`config.mk`:
```
export PLATFORM = sky130hd
export DESIGN_NAME = game_flow_fsm
export DESIGN_NICKNAME = d
export VERILOG_FILES = /design/src/rtl/game_flow_fsm.sv
export SDC_FILE = /design/constraint.sdc
export NUM_CORES = 1
export LEC_CHECK = 0
export CAP_MARGIN = 20
export CORE_ASPECT_RATIO = 1.2
export CORE_MARGIN = 1
export CORE_UTILIZATION = 60
export DETAILED_ROUTE_END_ITERATION = 16
export GPL_ROUTABILITY_DRIVEN = 0
export GPL_TIMING_DRIVEN = 1
export PLACE_DENSITY = 0.82
export SLEW_MARGIN = 0
export SYNTH_ARGS = -nofsm -noshare
export SYNTH_HDL_FRONTEND = slang
export SYNTH_SLANG_ARGS = --single-unit
```
`constraint.sdc`:
```
create_clock -name clk -period 7.75 [get_ports clk]
set_input_delay 2.325 -clock clk [delete_from_list [all_inputs] [get_ports clk]]
set_output_delay 2.325 -clock clk [all_outputs]
set_load 0.05 [all_outputs]
```
`src/rtl/game_flow_fsm.sv`:
```
// Pong game sequencer: menu, timed serve, play, pause and game-over with a target-plus-margin win rule.
// Buttons are rising-edge detected (history flops reset high); every output is registered.
module game_flow_fsm #(
  parameter int WIN_SCORE   = 3,
  parameter int WIN_MARGIN  = 1,
  parameter int SCORE_W     = 4,
  parameter int SERVE_TICKS = 60,
  parameter int OVER_TICKS  = 300
) (
  input  logic               clk,
  input  logic               rst,
  input  logic               timing_tick,
  input  logic               start,
  input  logic               pause,
  input  logic               ack,
  input  logic               point_p1,
  input  logic               point_p2,
  output logic [2:0]         state,
  output logic [SCORE_W-1:0] player1_score,
  output logic [SCORE_W-1:0] player2_score,
  output logic [1:0]         winner,
  output logic               serve_dir,
  output logic               round_start
);

  localparam int CNT_MAX = (SERVE_TICKS > OVER_TICKS) ? SERVE_TICKS : OVER_TICKS;
  localparam int CNT_W   = (CNT_MAX < 1) ? 1 : $clog2(CNT_MAX + 1);

  localparam logic [CNT_W-1:0]   SERVE_LOAD = CNT_W'(SERVE_TICKS);
  localparam logic [CNT_W-1:0]   OVER_LOAD  = CNT_W'(OVER_TICKS);
  localparam logic [SCORE_W-1:0] SCORE_MAX  = '1;
  localparam logic [SCORE_W-1:0] WIN_SCORE_L  = SCORE_W'(WIN_SCORE);
  localparam logic [SCORE_W-1:0] WIN_MARGIN_L = SCORE_W'(WIN_MARGIN);

  typedef enum logic [2:0] {
    ST_MENU  = 3'd0,
    ST_SERVE = 3'd1,
    ST_PLAY  = 3'd2,
    ST_OVER  = 3'd3,
    ST_PAUSE = 3'd4
  } state_t;

  state_t             r_state, w_state_nxt;
  state_t             r_ret, w_ret_nxt;
  logic [SCORE_W-1:0] r_p1, w_p1_nxt;
  logic [SCORE_W-1:0] r_p2, w_p2_nxt;
  logic [1:0]         r_winner, w_winner_nxt;
  logic               r_dir, w_dir_nxt;
  logic               r_round, w_round_nxt;
  logic [CNT_W-1:0]   r_cnt, w_cnt_nxt;
  logic               r_start_q, r_pause_q, r_ack_q;

  logic               w_start_rise, w_pause_rise, w_ack_rise;
  logic               w_one_point;
  logic [SCORE_W-1:0] w_p1_inc, w_p2_inc, w_scr, w_opp;
  logic               w_win;

  assign w_start_rise = start & ~r_start_q;
  assign w_pause_rise = pause & ~r_pause_q;
  assign w_ack_rise   = ack   & ~r_ack_q;

  // Win rule evaluated on the post-increment score of whoever scored this cycle.
  assign w_one_point = point_p1 ^ point_p2;
  assign w_p1_inc    = (r_p1 == SCORE_MAX) ? r_p1 : r_p1 + 1'b1;
  assign w_p2_inc    = (r_p2 == SCORE_MAX) ? r_p2 : r_p2 + 1'b1;
  assign w_scr       = point_p1 ? w_p1_inc : w_p2_inc;
  assign w_opp       = point_p1 ? r_p2 : r_p1;
  assign w_win       = (w_scr >= WIN_SCORE_L) && (w_scr > w_opp) &&
                       ((w_scr - w_opp) >= WIN_MARGIN_L);

  always_comb begin
    w_state_nxt  = r_state;
    w_ret_nxt    = r_ret;
    w_p1_nxt     = r_p1;
    w_p2_nxt     = r_p2;
    w_winner_nxt = r_winner;
    w_dir_nxt    = r_dir;
    w_round_nxt  = 1'b0;
    w_cnt_nxt    = r_cnt;
    case (r_state)
      ST_MENU: begin
        if (w_start_rise) begin
          w_state_nxt  = ST_SERVE;
          w_p1_nxt     = '0;
          w_p2_nxt     = '0;
          w_winner_nxt = 2'd0;
          w_dir_nxt    = 1'b0;
          w_cnt_nxt    = SERVE_LOAD;
        end
      end
      ST_SERVE: begin
        if (w_pause_rise) begin
          w_state_nxt = ST_PAUSE;
          w_ret_nxt   = ST_SERVE;
        end else if (r_cnt == '0) begin
          w_state_nxt = ST_PLAY;
          w_round_nxt = 1'b1;
        end else if (timing_tick) begin
          w_cnt_nxt = r_cnt - 1'b1;
        end
      end
      ST_PLAY: begin
        // A point outranks a simultaneous pause press, which is then dropped.
        if (w_one_point) begin
          if (point_p1) w_p1_nxt = w_p1_inc;
          else          w_p2_nxt = w_p2_inc;
          w_dir_nxt = point_p1;
          if (w_win) begin
            w_state_nxt  = ST_OVER;
            w_winner_nxt = point_p1 ? 2'd1 : 2'd2;
            w_cnt_nxt    = OVER_LOAD;
          end else begin
            w_state_nxt = ST_SERVE;
            w_cnt_nxt   = SERVE_LOAD;
          end
        end else if (w_pause_rise) begin
          w_state_nxt = ST_PAUSE;
          w_ret_nxt   = ST_PLAY;
        end
      end
      ST_OVER: begin
        if (w_ack_rise) begin
          w_state_nxt = ST_MENU;
        end else if (OVER_TICKS > 0) begin
          if (r_cnt == '0)      w_state_nxt = ST_MENU;
          else if (timing_tick) w_cnt_nxt   = r_cnt - 1'b1;
        end
      end
      ST_PAUSE: begin
        if (w_ack_rise) begin
          w_state_nxt  = ST_MENU;
          w_p1_nxt     = '0;
          w_p2_nxt     = '0;
          w_winner_nxt = 2'd0;
        end else if (w_pause_rise) begin
          w_state_nxt = r_ret;
        end
      end
      default: w_state_nxt = ST_MENU;
    endcase
  end

  always_ff @(posedge clk) begin
    if (rst) begin
      r_state   <= ST_MENU;
      r_ret     <= ST_SERVE;
      r_p1      <= '0;
      r_p2      <= '0;
      r_winner  <= 2'd0;
      r_dir     <= 1'b0;
      r_round   <= 1'b0;
      r_cnt     <= '0;
      r_start_q <= 1'b1;
      r_pause_q <= 1'b1;
      r_ack_q   <= 1'b1;
    end else begin
      r_state   <= w_state_nxt;
      r_ret     <= w_ret_nxt;
      r_p1      <= w_p1_nxt;
      r_p2      <= w_p2_nxt;
      r_winner  <= w_winner_nxt;
      r_dir     <= w_dir_nxt;
      r_round   <= w_round_nxt;
      r_cnt     <= w_cnt_nxt;
      r_start_q <= start;
      r_pause_q <= pause;
      r_ack_q   <= ack;
    end
  end

  assign state         = r_state;
  assign player1_score = r_p1;
  assign player2_score = r_p2;
  assign winner        = r_winner;
  assign serve_dir     = r_dir;
  assign round_start   = r_round;

endmodule

```
==> flow_metrics.py <==
metrics = {
    "floorplanning": {
        "die_x_um": 53.2,
        "rows": 21,
        "fp.dieH_um": 63.4,
        "core_area_sq_mm": 0.00289,
        "dieArea_sq_mm": 0.00337,
        "start_util": 0.653,
        "io_pins": 23,
    },
    "sta": {
        "rsz0062_at_grt": "false",
        "worstMarginPinSlew_ns": 1.00,
        "fmax_mhz": 181,
        "fin_setup_tns_ns": 0,
        "period_share": 0.713,
        "maxSlewHeadroom": 0.329,
        "setup_violations": 0,
        "fin_skew_ns": 0.00784,
        "drv_slew": 0,
        "hold_viol": 0,
        "min_period_ns": 5.52,
        "holdWs_ns": 0.471,
    },
    "cells_and_area": {
        "fin_nets": 262,
        "antenna_cells": 0,
        "finish.utilization": 0.747,
        "layout-drive-gt1-share": 0.0931,
        "syn_to_final_growth_pct": 14.4,
        "instances_no_fill": 281,
    },
    "setup_path": {
        "crit_start": "point_p1",
        "rr_worst_depth": 12,
        "r2r_slack_ns": 4.09,
        "path_class": "in -> reg",
        "endpoint": "winner[0]",
        "timing.rr.end": "winner[0]",
        "critical_path_peak_fanout": 19,
        "cp_slowest_cell": "clkdlybuf4s50_1",
        "crit_chain": "clkdlybuf4s50_1 > inv_1 > o21ai_0 > ha_1 > inv_1 > fa_1 > xor2_1 > a211oi_1 > or3_1 > a211oi_1 > and3_1 > a31o_2",
        "slowest_delay_ns": 0.94,
        "arrival_ns": 5.81,
        "worst_setup_path_end_kind": "flop",
        "worst_setup_path_start_kind": "primary input",
        "worst-path-stages": 12,
        "cp_num_buf_inv": 3,
        "cp_top_family": "buffers and inverters",
        "r2r-start": "player1_score[0]",
        "critPathRequiredTime_ns": 8.03,
    },
    "yosys": {
        "synth_edf_count": 0,
        "yosysWarnings": 0,
        "syn_area_per_cell_sq_um": 8.28,
        "postSynthRegisterBits": 29,
        "syn_area_sq_mm": 0.00189,
        "synth_top_area_cell": "dfxtp_1",
        "yosys.cell_types.count": 53,
        "synthTopCellsByArea": "dfxtp_1 31%, ha_1 4.6%, a21oi_1 4.5%",
        "synth_ff_type": "dfxtp_1",
        "ys_seq_area_frac": 0.308,
        "synth_top_area_share": 0.308,
        "synth_nets": 244,
        "synth-async-reset-ratio": 0,
        "syn_inst": 228,
    },
    "clock_network": {
        "clock-sinks": 29,
        "cts_resized": 0,
        "hold_buffers": 0,
        "clockBufferDepth": 2,
        "post_cts_buffers": 0,
        "clock_latency_ns": 0.34,
        "clkTransAtPathRegs_ns": 0.09,
        "cts_tree": "yes",
        "clockRootBuffer": "clkbuf_4",
        "numCtsBuffers": 5,
        "htree_levels": 2,
    },
    "power_and_ir_drop": {
        "p_leak_nw": 0.814,
        "peakVddDrop_mv": 0.133,
        "pwr_density_cell_mw_per_mm2": 230,
    },
    "drt": {
        "wl_per_cell_um": 15.5,
        "dr.first_iter.drc_count": 63,
        "drc": 0,
        "via_per_inst": 6.28,
        "num_vias": 1765,
        "wl_mm": 4.36,
        "drtPass1Iterations": 4,
        "antenna_left": 0,
    },
    "place": {
        "dp_cells": 273,
        "dpl.hpwl_mm": 3.28,
        "io_buffers": 22,
    },
    "global_route": {
        "track_usage": 0.297,
        "gr-total-overflow": 0,
        "grt_pass1_wl_mm": 7.38,
        "use_met2": 0.513,
        "top_usage_layer": "met2",
        "grt_max_degree": 29,
        "met3_usage": 0.0894,
        "use_met1": 0.318,
        "antenna_found_initial": 0,
        "grt_pass1_vias": 1698,
    },
    "run_status": {
        "status": "completed",
    },
    "flow_run": {
        "maxCapViolCount": 0,
    },
    "worst_hold_path": {
        "hp-class": "reg -> reg",
    },
}
layout make-up:
type / instances / area [sq um]
well taps: 34 / 42.5
repair buffers: 22 / 220
flip-flops and latches: 29 / 581
inverters: 12 / 45.0
clock buffers: 6 / 41.3
fillers: 242 / 732
clock inverters: 2 / 10.0
multi-input cells: 176 / 1220
worst min-delay path by stage:
stage	from	endpoint	cells after the start	slack [ns]
after global routing	r_ret[0]	r_ret[0]	2	0.50
after floorplan	r_ret[0]	r_ret[0]	2	0.43
after detailed placement	r_ret[0]	r_ret[0]	2	0.45
after CTS	r_ret[0]	r_ret[0]	2	0.47
final	r_ret[0]	r_ret[0]	2	0.47
after global placement	r_ret[0]	r_ret[0]	2	0.45
through the flow:
step | total power (W) | setup slack [ns] | cell area (sq um)
2_1_floorplan | 0.000363 | 2.67 | 1890
3_3_place_gp | 0.000400 | 2.07 | 2110
3_5_place_dp | 0.000408 | 1.92 | 2110
4_1_cts | 0.000495 | 2.27 | 2160
5_1_grt | 0.000529 | 2.07 | 2160
6_report | 0.000496 | 2.23 | 2160
cells in the final DEF, fill, tap and decap left out, types with 7 or more instances in the layout:
| cell | Yosys | routed |
|---|---|---|
| a21oi_1 | 17 | 17 |
| clkdlybuf4s50_1 | 0 | 22 |
| dfxtp_1 | 29 | 29 |
| ha_1 | 7 | 7 |
| inv_1 | 12 | 12 |
| mux2i_1 | 7 | 7 |
| nand2_1 | 9 | 9 |
| nand2b_1 | 8 | 8 |
| nor2_1 | 22 | 22 |
| nor3_1 | 9 | 9 |
| o21ai_0 | 10 | 10 |
| xnor2_1 | 7 | 7 |
synth_stat cells, types with 7 or more instances:
master,n
dfxtp_1,29
nor2_1,22
a21oi_1,17
inv_1,12
o21ai_0,10
clkbuf_1,9
nand2_1,9
nor3_1,9
nand2b_1,8
ha_1,7
mux2i_1,7
xnor2_1,7
power breakdown:
part / internal, W / switching (W)
Sequential: 0.000166 / 0.0000251
Combinational: 0.0000934 / 0.000123
Clock: 0.0000344 / 0.0000540
Total: 0.000294 / 0.000202
tightest hold or removal path: stages, from the launching register on:
cell     delay [ns]
dfxtp_1        0.32
inv_1          0.05
o21ai_1        0.06
routing by layer:
metal / vias to the layer above / routed length [um]
li1: 868 / -
met1: 834 / 1840
met2: 52 / 2210
met3: 11 / 196
met4: 0 / 114
met5: - / 0
kinds of logic (layout without fill, tap and decap cells):
kind of cell | Yosys count | count (layout) | share of synthesized area
AOI/OAI and AO/OA | 59 | 59 | 0.216
xor gates and xnor gates | 11 | 11 | 0.0511
adders and majority gates | 8 | 8 | 0.0570
buffers and inverters | 23 | 42 | 0.0464
DFF | 29 | 29 | 0.308
muxes | 10 | 10 | 0.0550
and+or+nand+nor | 88 | 88 | 0.267
registers in the layout (all words and copies together) (netlist names):
register and flops:
player2_score 4, winner 2, r_start_q 1, serve_dir 1
player1_score 4, state 3, r_ack_q 1, r_ret 2
round_start 1, r_pause_q 1, r_cnt 9
Note: power is estimated with default switching activity, not from simulation.
